File: config.mk
export PLATFORM = sky130hd
export DESIGN_NAME = bram_port_arbiter
export DESIGN_NICKNAME = d
export VERILOG_FILES = /design/src/rtl/bram_port_arbiter.sv
export SDC_FILE = /design/constraint.sdc
export NUM_CORES = 1
export LEC_CHECK = 0
export BUFFER_PORTS_ARGS = -buffer_cell sky130_fd_sc_hd__buf_2
export CELL_PAD_IN_SITES_DETAIL_PLACEMENT = 1
export CELL_PAD_IN_SITES_GLOBAL_PLACEMENT = 2
export CORE_AREA = 3 3 198 200
export CTS_BUF_LIST = sky130_fd_sc_hd__clkbuf_4
export CTS_CLUSTER_DIAMETER = 60
export DETAILED_ROUTE_END_ITERATION = 16
export DIE_AREA = 0 0 201 203
export GPL_ROUTABILITY_DRIVEN = 1
export HOLD_SLACK_MARGIN = 0.15
export PLACE_DENSITY_LB_ADDON = 0.1
export SYNTH_ARGS = -nofsm -noshare
export SYNTH_HDL_FRONTEND = slang
export SYNTH_SLANG_ARGS = --single-unit
File: constraint.sdc
create_clock -name i_clk -period 2.5 [get_ports i_clk]
set_input_delay 0.25 -clock i_clk [delete_from_list [all_inputs] [get_ports i_clk]]
set_output_delay 0.25 -clock i_clk [all_outputs]
set_load 0.005 [all_outputs]
File: src/rtl/bram_port_arbiter.sv
`timescale 1ns/1ps
// Round-robin sharing of one single-port BRAM between port A (host bridge) and port B (user logic),
// with a tagged fixed-latency read-return pipe. Optional grant counters: BRAM_ARB_PERF_EN.
module bram_port_arbiter #(
  parameter int AW     = 12,
  parameter int DW     = 64,
  parameter int RD_LAT = 1
) (
  input  logic            i_clk,
  input  logic            i_rstn,
  input  logic            i_a_req,
  input  logic            i_b_req,
  output logic            o_a_gnt,
  output logic            o_b_gnt,
  input  logic [DW/8-1:0] i_a_we,
  input  logic [DW/8-1:0] i_b_we,
  input  logic [AW-1:0]   i_a_addr,
  input  logic [AW-1:0]   i_b_addr,
  input  logic [DW-1:0]   i_a_wdata,
  input  logic [DW-1:0]   i_b_wdata,
  output logic            o_a_rvalid,
  output logic            o_b_rvalid,
  output logic [DW-1:0]   o_a_rdata,
  output logic [DW-1:0]   o_b_rdata,
  output logic            o_bram_en,
  output logic [DW/8-1:0] o_bram_we,
  output logic [AW-1:0]   o_bram_addr,
  output logic [DW-1:0]   o_bram_wdata,
  input  logic [DW-1:0]   i_bram_rdata,
  output logic [31:0]     o_a_cnt,
  output logic [31:0]     o_b_cnt
);
  localparam int BW = DW / 8;

  logic            last_reg;  // 1 = B was granted last
  logic            a_gnt;
  logic            b_gnt;
  logic            any_gnt;
  logic            acc_read;
  logic [BW-1:0]   sel_we;
  logic [AW-1:0]   sel_addr;
  logic [DW-1:0]   sel_wdata;

  logic            en_reg;
  logic [BW-1:0]   we_reg;
  logic [AW-1:0]   addr_reg;
  logic [DW-1:0]   wdata_reg;

  logic [RD_LAT:0] vld_reg;
  logic [RD_LAT:0] prt_reg;
  logic            a_rvalid_reg;
  logic            b_rvalid_reg;
  logic [DW-1:0]   a_rdata_reg;
  logic [DW-1:0]   b_rdata_reg;

  // On a tie the port that was not granted last wins.
  always_comb begin
    a_gnt     = i_a_req & (~i_b_req | last_reg);
    b_gnt     = i_b_req & (~i_a_req | ~last_reg);
    any_gnt   = a_gnt | b_gnt;
    sel_we    = b_gnt ? i_b_we    : i_a_we;
    sel_addr  = b_gnt ? i_b_addr  : i_a_addr;
    sel_wdata = b_gnt ? i_b_wdata : i_a_wdata;
    acc_read  = any_gnt & (sel_we == '0);
  end

  always_ff @(posedge i_clk or negedge i_rstn) begin
    if (!i_rstn) begin
      last_reg  <= 1'b1;
      en_reg    <= 1'b0;
      we_reg    <= '0;
      addr_reg  <= '0;
      wdata_reg <= '0;
    end else begin
      en_reg <= any_gnt;
      if (any_gnt) begin
        last_reg  <= b_gnt;
        we_reg    <= sel_we;
        addr_reg  <= sel_addr;
        wdata_reg <= sel_wdata;
      end else begin
        we_reg <= '0;
      end
    end
  end

  // Tag stage k lines up with the command at stage 0 and with BRAM data at stage RD_LAT.
  always_ff @(posedge i_clk or negedge i_rstn) begin
    if (!i_rstn) begin
      vld_reg      <= '0;
      prt_reg      <= '0;
      a_rvalid_reg <= 1'b0;
      b_rvalid_reg <= 1'b0;
      a_rdata_reg  <= '0;
      b_rdata_reg  <= '0;
    end else begin
      vld_reg      <= {vld_reg[RD_LAT-1:0], acc_read};
      prt_reg      <= {prt_reg[RD_LAT-1:0], b_gnt};
      a_rvalid_reg <= vld_reg[RD_LAT] & ~prt_reg[RD_LAT];
      b_rvalid_reg <= vld_reg[RD_LAT] &  prt_reg[RD_LAT];
      if (vld_reg[RD_LAT] && !prt_reg[RD_LAT]) a_rdata_reg <= i_bram_rdata;
      if (vld_reg[RD_LAT] &&  prt_reg[RD_LAT]) b_rdata_reg <= i_bram_rdata;
    end
  end

`ifdef BRAM_ARB_PERF_EN
  logic [31:0] a_cnt_reg;
  logic [31:0] b_cnt_reg;

  always_ff @(posedge i_clk or negedge i_rstn) begin
    if (!i_rstn) begin
      a_cnt_reg <= '0;
      b_cnt_reg <= '0;
    end else begin
      if (a_gnt && a_cnt_reg != 32'hFFFF_FFFF) a_cnt_reg <= a_cnt_reg + 32'd1;
      if (b_gnt && b_cnt_reg != 32'hFFFF_FFFF) b_cnt_reg <= b_cnt_reg + 32'd1;
    end
  end

  assign o_a_cnt = a_cnt_reg;
  assign o_b_cnt = b_cnt_reg;
`else
  assign o_a_cnt = '0;
  assign o_b_cnt = '0;
`endif

  assign o_a_gnt      = a_gnt;
  assign o_b_gnt      = b_gnt;
  assign o_bram_en    = en_reg;
  assign o_bram_we    = we_reg;
  assign o_bram_addr  = addr_reg;
  assign o_bram_wdata = wdata_reg;
  assign o_a_rvalid   = a_rvalid_reg;
  assign o_b_rvalid   = b_rvalid_reg;
  assign o_a_rdata    = a_rdata_reg;
  assign o_b_rdata    = b_rdata_reg;

endmodule

-- Word level (Yosys, flattened, before mapping)
Index checks and enable logic that the tools add are counted.
- register bits after elaboration: 220
- output and inout port bits: 281
- muxes and demuxes: 4
- bitwise operators: 12
- reduce and logical (&&, ||, !) cells: 4
- operators with widths (cell ; number):
    $mux W64 ; 1
    $mux W8 ; 2
    $mux W12 ; 1
    $logic_not A8 Y1 ; 1
    $and A1 B1 Y1 ; 5
    $not A1 Y1 ; 4
    $or A1 B1 Y1 ; 3
    $logic_and A1 B1 Y1 ; 2
    $logic_not A1 Y1 ; 1

-- Logic depth before layout (Yosys ltp)
Gate-level depths: netlist (run 1).
- word-level depth: 6
- gate-level depth with buffers: 7
- depth with buffers taken out: 4

-- Worst setup path before layout (run 1)
Ideal clock, no wire load.
- path kind: register to register
- start: reg last_reg
- end: reg wdata_reg[34], in the netlist o_bram_wdata[34]
- library setup time: 0.118 ns
- arrival time: 1.275 ns
- data required time: 2.382 ns
- path slack: 1.107 ns
- stages on the path, launching flop included: 8
- path through: dfstp_2 buf_2 a21bo_4 inv_4 buf_8 buf_12 a2bb2oi_2 nand2_1
- longest elaborated chain between the ends: 4
- RTL lines (element ; RTL line ; RTL):
    start, declared ; 35 ; logic last_reg;
    start signal, assigned ; 77 ; last_reg <= b_gnt;
    $not A1 Y1 ; 59 ; b_gnt = i_b_req & (~i_a_req | ~last_reg);
    $or A1 B1 Y1 ; 59 ;
    $and A1 B1 Y1 ; 59 ;
    $mux W64 / $or A1 B1 Y1 (equally long branches) ; 63, 60 ;
    end signal, assigned ; 80 ; wdata_reg <= sel_wdata;
    end, declared ; 47 ; logic [DW-1:0] wdata_reg;
Parallel ways exist; a longest one is shown, timed or not.
A chain may end at the register's enable or synchronous reset.

-- Final worst setup path (run 1)
- start: reg last_reg
- end: reg wdata_reg[33], in the netlist o_bram_wdata[33]
The elaborated chain is that of the path after synthesis.

==> impl_metrics.env, run 1 <==
export IMPL_wl_met1_um=16500
export IMPL_h_tree_depth=3
export IMPL_syn_area_um2=10400
export IMPL_path_cells="a21bo_4, inv_8, buf_16, a2bb2oi_2, dlygate4sd3_1, nand2_1, dlygate4sd3_1"
export IMPL_yosysWarnings=0
export IMPL_highest_layer="met5"
export IMPL_grt_max_degree=102
export IMPL_worstHoldPathType="in -> reg"
export IMPL_fin_worst_skew_ps=28.9
export IMPL_io_buffers=452
export IMPL_drt_iter0_drc=189
export IMPL_synth_async_reset_ratio_pct=100
export IMPL_min_period_ps=2420
export IMPL_fin_setup_tns_ps=0
export IMPL_drv_slew=0
export IMPL_crit_path_frequent_cell="dlygate4sd3_1"
export IMPL_dr_wl_met2_um=19700
export IMPL_ys_ff_latch=220
export IMPL_final_common_cell="buf_2"
export IMPL_cts_buffers=70
export IMPL_setup_viol=0
export IMPL_powerDensity_nw_per_um2=583
export IMPL_final_cell_mix="449 x buf_2, 317 x dlygate4sd3_1, 219 x dfrtp_1"
export IMPL_routed_via_density=4.39
export IMPL_synth_edf_count=0
export IMPL_crit_path_max_incr_delay_ps=560
export IMPL_vdd_ir_drop_max_mv=0.212
export IMPL_vias=9451
export IMPL_gp_congestion=0.719
export IMPL_grt_util_all_layers_pct=19.3
export IMPL_p_leak_nw=8.60
export IMPL_min_delay_start="i_a_req"
export IMPL_routed_wl_met3_um=3410
export IMPL_dp_hpwl_um=26800
export IMPL_cp_end_kind="register"
export IMPL_grt_pass1_vias=10700
export IMPL_required_ps=3060
export IMPL_cp_arrival_ps=2980
export IMPL_dieArea_um2=40800
export IMPL_synthFlopType="dfrtp_1"
export IMPL_cts_sinks=220
export IMPL_ys_types=31
export IMPL_drt_pass1_iterations=6
export IMPL_max_slew_margin_pct=55.2
export IMPL_cts_root_buffer="clkbuf_4"
export IMPL_worstSetupPathType="reg -> reg"
export IMPL_area_delta_synth_final_pct=63.7
export IMPL_core_um2=37600
export IMPL_crit_path_start="last_reg"
export IMPL_hold_viol_final=0
export IMPL_tightest_slew_ps=666
export IMPL_io_pins=517
export IMPL_drv_cap=0
export IMPL_final_cells=2152
export IMPL_clock_latency_ps=690
export IMPL_clock_fmax_ghz=0.413
export IMPL_synth_cells=804
export IMPL_path_clk_slew_ps=60
export IMPL_avgSynthCellArea_um2=12.9
export IMPL_r2r_start="last_reg"
export IMPL_crit_slowest_cell="dfstp_2"
export IMPL_worstSetupStartpointType="register"
export IMPL_postRouteAntennaNets=0
export IMPL_final_layout_size_suffix_gt1_share_pct=45.7
export IMPL_nNetsFinal=1837
export IMPL_clock_path_buffers=3
export IMPL_rsz0062_at_grt="false"
export IMPL_rows=71
export IMPL_drc=0
export IMPL_overflow=0
export IMPL_start_util_pct=27.5
export IMPL_worstPathMaxFanout=22
export IMPL_cts_tree="yes"
export IMPL_die_h_um=203
export IMPL_wl_per_cell_um=18.8
export IMPL_synth_seq_area_share_pct=53.2
export IMPL_dp_cells=1721
export IMPL_post_route_period_util_pct=96.7
export IMPL_die_w_um=201
export IMPL_grt_pass1_wl_um=62200
export IMPL_status="completed"
export IMPL_antenna_found_initial=3
export IMPL_routed_wl_um=40400
-- kinds of logic (layout without fill, tap and decap cells) --
kind of cell | after synthesis | after routing | share of synthesized area, %
AO/OA/AOI/OAI | 88 | 88 | 9.86
buffers and inverters | 125 | 898 | 8.50
flip-flops | 220 | 220 | 53.2
multiplexers | 204 | 204 | 21.3
other | 1 | 65 | 0.0362
AND/OR/NAND/NOR | 166 | 166 | 7.13
-- cell usage after synthesis, types with 2 or more instances --
| cell | number | area [um^2] |
|---|---|---|
| a21oi_1 | 2 | 10.0 |
| mux2_2 | 128 | 1440 |
| nand3_1 | 78 | 390 |
| a22o_1 | 7 | 61.3 |
| buf_4 | 77 | 578 |
| clkbuf_1 | 12 | 45.0 |
| nor4_1 | 2 | 12.5 |
| buf_12 | 4 | 80.1 |
| nor3_1 | 2 | 10.0 |
| buf_2 | 25 | 125 |
| nand2_1 | 79 | 297 |
| mux2i_1 | 76 | 761 |
| a2bb2oi_2 | 40 | 601 |
| dfrtp_1 | 219 | 5480 |
| a2bb2oi_1 | 36 | 315 |
| nor2b_1 | 2 | 12.5 |
-- path summary, 6_finish.rpt --
check	to	slack, ps	depth (start not counted)
hold reg to reg	prt_reg[1]	350	0
max in group asynchronous	o_a_rdata[8]	980	4
min in group asynchronous	o_a_rdata[0]	700	3
setup reg to reg	o_bram_wdata[33]	80	7
hold / removal	o_bram_wdata[23]	270	4
setup / recovery	o_bram_wdata[33]	80	7
-- critical path, delay by kind of cell, from the launching register on --
kind / cells / cell delay, ps
buffers and inverters: 4 / 1380
DFF: 1 / 560
AOI/OAI and AO/OA: 2 / 300
and+or+nand+nor: 1 / 50
-- routing by layer --
metal | track usage, % | vias up
met5 | 0 | -
met4 | 6.60 | 2
met3 | 7.47 | 58
met2 | 32.9 | 363
met1 | 22.2 | 4649
li1 | - | 4379
-- where the power goes --
part | internal, W | switching, W | total (W)
Combinational | 0.00124 | 0.000957 | 0.00220
Clock | 0.00204 | 0.00161 | 0.00365
Sequential | 0.00387 | 0.000158 | 0.00403
Total | 0.00715 | 0.00273 | 0.00988
-- timing repair --
item	4_1_cts	5_1_grt
gates resized for setup	0	3
hold buffers	317	0
hold endpoints to repair	434	0
buffers inserted	0	0
endpoints found under the setup margin	0	1
-- stage by stage --
step           utilization, %  setup slack, ps  hold WS (ps)  power [W]  area (um^2)
6_report                 45.1             81.5           270    0.00988        16900
3_3_place_gp             34.2              747           270    0.00570        12800
2_1_floorplan               -             1110         -45.6    0.00495        10600
3_5_place_dp             34.2              739           273    0.00572        12800
4_1_cts                  44.9             11.3           151     0.0101        16900
5_1_grt                  45.1             8.16           206     0.0105        16900
-- area by class of cell --
type                    instances  area [um^2]
flip-flops and latches        220         5510
repair buffers                784         5710
diodes                          1         2.50
clock buffers                 102          766
well taps                     511          639
fillers                      4213        20600
clock inverters                 9         86.3
multi-input cells             522         4210
inverters                       3         18.8
No activity file was read; power rests on OpenSTA's default activity.
==> run 2: changes to the inputs <==
- CORE_AREA: 3 3 198 200 -> 3 3 199 201
- DIE_AREA: 0 0 201 203 -> 0 0 202 204
- clock period: 2.5 -> 2.3 ns (I/O delays scaled with it)
==> impl_metrics.env, run 2 <==
export IMPL_status="stopped before the end"
export IMPL_failed_stage="clock tree synthesis"
export IMPL_tool_error="[ERROR RSZ-0060] Max buffer count reached."
export IMPL_start_util_pct=27.4
export IMPL_yosysWarnings=0
export IMPL_synth_compound_area_share_pct=9.86
export IMPL_synth_seq_area_share_pct=53.2
export IMPL_post_cts_resized=3
export IMPL_post_cts_setup_buffers=2
export IMPL_cts_buffers=69
export IMPL_die_h_um=204
export IMPL_avgSynthCellArea_um2=12.9
export IMPL_synth_area_leader_cell="dfrtp_1"
export IMPL_yosys_mux_area_fraction_pct=21.3
export IMPL_cts_sinks=220
export IMPL_dp_hpwl_um=27000
export IMPL_die_w_um=202
export IMPL_syn_area_um2=10400
export IMPL_ys_ff_latch=220
export IMPL_synth_simple_area_share_pct=7.13
export IMPL_rows=71
export IMPL_io_pins=517
export IMPL_synth_adder_area_share_pct=0
export IMPL_synth_async_reset_ratio_pct=100
export IMPL_synthXorXnorAreaFrac_pct=0
export IMPL_yosys_top_cells_count="219 x dfrtp_1, 128 x mux2_2, 79 x nand2_1"
export IMPL_synth_area_leaders="dfrtp_1 53%, mux2_2 14%, mux2i_1 7.3%, a2bb2oi_2 5.8%, buf_4 5.6%"
export IMPL_synth_edf_count=0
export IMPL_synth_top_family_by_area="multiplexers"
export IMPL_io_buffers=452
export IMPL_gp_congestion=0.757
export IMPL_ys_types=31
export IMPL_synth_top_cell_area_share_pct=52.9
export IMPL_synth_cells=804
export IMPL_postCtsHoldBufs=369
export IMPL_synthFlopType="dfrtp_1"
export IMPL_yosysMostFrequentCell="dfrtp_1"
export IMPL_clock_path_buffers=3
export IMPL_h_tree_depth=3
export IMPL_cts_root_buffer="clkbuf_4"
[run 2: kinds of logic after synthesis]
family / Yosys count
DFF: 220
muxes: 204
and+or+nand+nor: 166
buffers and inverters: 125
AOI/OAI and AO/OA: 88
other: 1
[run 2: stage by stage]
step / utilization (%) / cells / setup slack, ps / instance area (um^2)
after floorplan: - / 867 / 907 / 10600
after global placement: 34.1 / 1722 / 550 / 12900
after detailed placement: 34.1 / 1722 / 542 / 12900
==> run 3: changes to the inputs <==
- CELL_PAD_IN_SITES_DETAIL_PLACEMENT: 1 -> not set
- CELL_PAD_IN_SITES_GLOBAL_PLACEMENT: 2 -> not set
- CORE_AREA: 3 3 199 201 -> not set
- CORE_MARGIN: not set -> 3
- CORE_UTILIZATION: not set -> 25
- CTS_BUF_LIST: sky130_fd_sc_hd__clkbuf_4 -> not set
- CTS_CLUSTER_DIAMETER: 60 -> not set
- DIE_AREA: 0 0 202 204 -> not set
- HOLD_SLACK_MARGIN: 0.15 -> not set
- PLACE_DENSITY_LB_ADDON: 0.1 -> 0.15
==> impl_metrics.env, run 3 (synthesis results as in run 1) <==
export IMPL_clock_fmax_ghz=0.474
export IMPL_r2r_cells=6
export IMPL_cts_sinks=220
export IMPL_stdcell_area_um2=16400
export IMPL_clock_path_buffers=3
export IMPL_clock_latency_ps=540
export IMPL_crit_path_max_incr_delay_ps=550
export IMPL_routed_via_density=4.36
export IMPL_cp_top_family="flip-flops"
export IMPL_post_cts_setup_buffers=0
export IMPL_grt_max_degree=81
export IMPL_drv_slew=0
export IMPL_grt_util_all_layers_pct=15.3
export IMPL_overflow=0
export IMPL_core_um2=40300
export IMPL_vias=8891
export IMPL_dp_hpwl_um=25200
export IMPL_max_slew_margin_pct=52.3
export IMPL_post_route_period_util_pct=91.8
export IMPL_path_depth=4
export IMPL_powerDensity_nw_per_um2=670
export IMPL_worst_slack_ps=188
export IMPL_die_h_um=209
export IMPL_drt_pass1_iterations=4
export IMPL_worstSetupPathType="reg -> out"
export IMPL_io_buffers=452
export IMPL_dieArea_um2=43900
export IMPL_postRouteAntennaNets=0
export IMPL_grt_pass1_wl_um=54500
export IMPL_crit_slowest_cell="dfstp_2"
export IMPL_wl_per_cell_um=17.3
export IMPL_grt_pass1_vias=9450
export IMPL_io_pins=517
export IMPL_rr_endpoint="o_bram_wdata[30]"
export IMPL_dpl_instance_area_um2=13100
export IMPL_rows=73
export IMPL_setup_viol=0
export IMPL_p_leak_nw=8.36
export IMPL_h_tree_depth=1
export IMPL_crit_buf_inv=2
export IMPL_tightest_slew_ps=715
export IMPL_status="completed"
export IMPL_cp_end_kind="primary output"
export IMPL_worstPathMaxFanout=21
export IMPL_routed_wl_um=35300
export IMPL_pre_cts_slack_ps=627
export IMPL_drc=0
export IMPL_final_common_cell="buf_2"
export IMPL_gp_congestion=0.747
export IMPL_hold_viol_final=0
export IMPL_final_layout_size_suffix_gt1_share_pct=46.6
export IMPL_nNetsFinal=1724
export IMPL_rsz0062_at_grt="false"
export IMPL_r2r_slack_ps=210
export IMPL_start_util_pct=25.7
export IMPL_min_period_ps=2110
export IMPL_cp_arrival_ps=1880
export IMPL_crit_path_start="last_reg"
export IMPL_whs_ps=52.3
export IMPL_area_delta_synth_final_pct=58.4
export IMPL_die_w_um=209
export IMPL_required_ps=2070
export IMPL_path_cells="buf_4, nor2b_1, nor2_4, buf_2"
export IMPL_critPathCapture="o_a_gnt"
export IMPL_cts_tree="yes"
export IMPL_fin_worst_skew_ps=9.53
export IMPL_vdd_ir_drop_max_mv=0.342
export IMPL_path_clk_slew_ps=60
export IMPL_final_cell_mix="449 x buf_2, 236 x dlygate4sd3_1, 219 x dfrtp_1"
export IMPL_cts_buffers=28
export IMPL_fin_setup_tns_ps=0
export IMPL_antenna_found_initial=7
export IMPL_drt_iter0_drc=307
export IMPL_drv_cap=0
export IMPL_fin_util_pct=40.7
export IMPL_worstSetupStartpointType="register"
export IMPL_cts_root_buffer="clkbuf_16"
export IMPL_worstHoldPathType="in -> reg"
export IMPL_r2r_start="last_reg"
-- run 3: layer usage --
layer / GRT usage [%] / routed length (um) / vias to the layer above
met5: 0 / 49 / -
met2: 25.9 / 16800 / 343
met1: 18.6 / 14500 / 4346
met4: 3.39 / 820 / 8
li1: - / - / 4136
met3: 5.84 / 3170 / 58
-- run 3: worst reg2reg max path, delay by kind of cell (launching register included) --
| family | cells | cell delay [ps] |
|---|---|---|
| flip-flops | 1 | 550 |
| AND/OR/NAND/NOR | 1 | 70 |
| buffers and inverters | 3 | 910 |
| AO/OA/AOI/OAI | 2 | 440 |
-- run 3: through the flow --
step	total power, W	cells
global route	0.0116	2037
floorplan	0.00538	867
global placement	0.00618	1747
CTS	0.0112	2035
detailed placement	0.00619	1747
finish	0.0110	2040
-- run 3: final cells by class --
cell class                 instances  area (um^2)
fill                            4002        23900
sequential                       220         5510
timing repair buffer             713         5040
multi-input combinational        522         4220
clock buffer                      40          846
tap                              525          657
clock inverter                    12         98.8
inverter                           3         13.8
antenna                            5         12.5
-- run 3: worst min path at each step --
stage          startpoint  cells past startpoint            to
2_1_floorplan      i_rstn                      0  o_a_rdata[0]
3_3_place_gp       i_rstn                      1  o_b_rdata[2]
3_5_place_dp       i_rstn                      1  o_a_rdata[2]
4_1_cts         i_a_we[4]                      3    vld_reg[0]
5_1_grt         i_a_we[4]                      3    vld_reg[0]
6_report        i_a_we[4]                      3    vld_reg[0]
-- run 3: power by group --
part	switching [W]	internal, W	total, W
clock	0.00173	0.00266	0.00439
sequential	0.000176	0.00421	0.00439
combinational	0.000963	0.00125	0.00221
-- run 3: timing repair --
action / CTS / global route
setup endpoints to repair: 0 / 1
endpoints found under the hold margin: 290 / 0
gates resized for setup: 0 / 1
hold buffers: 236 / 0
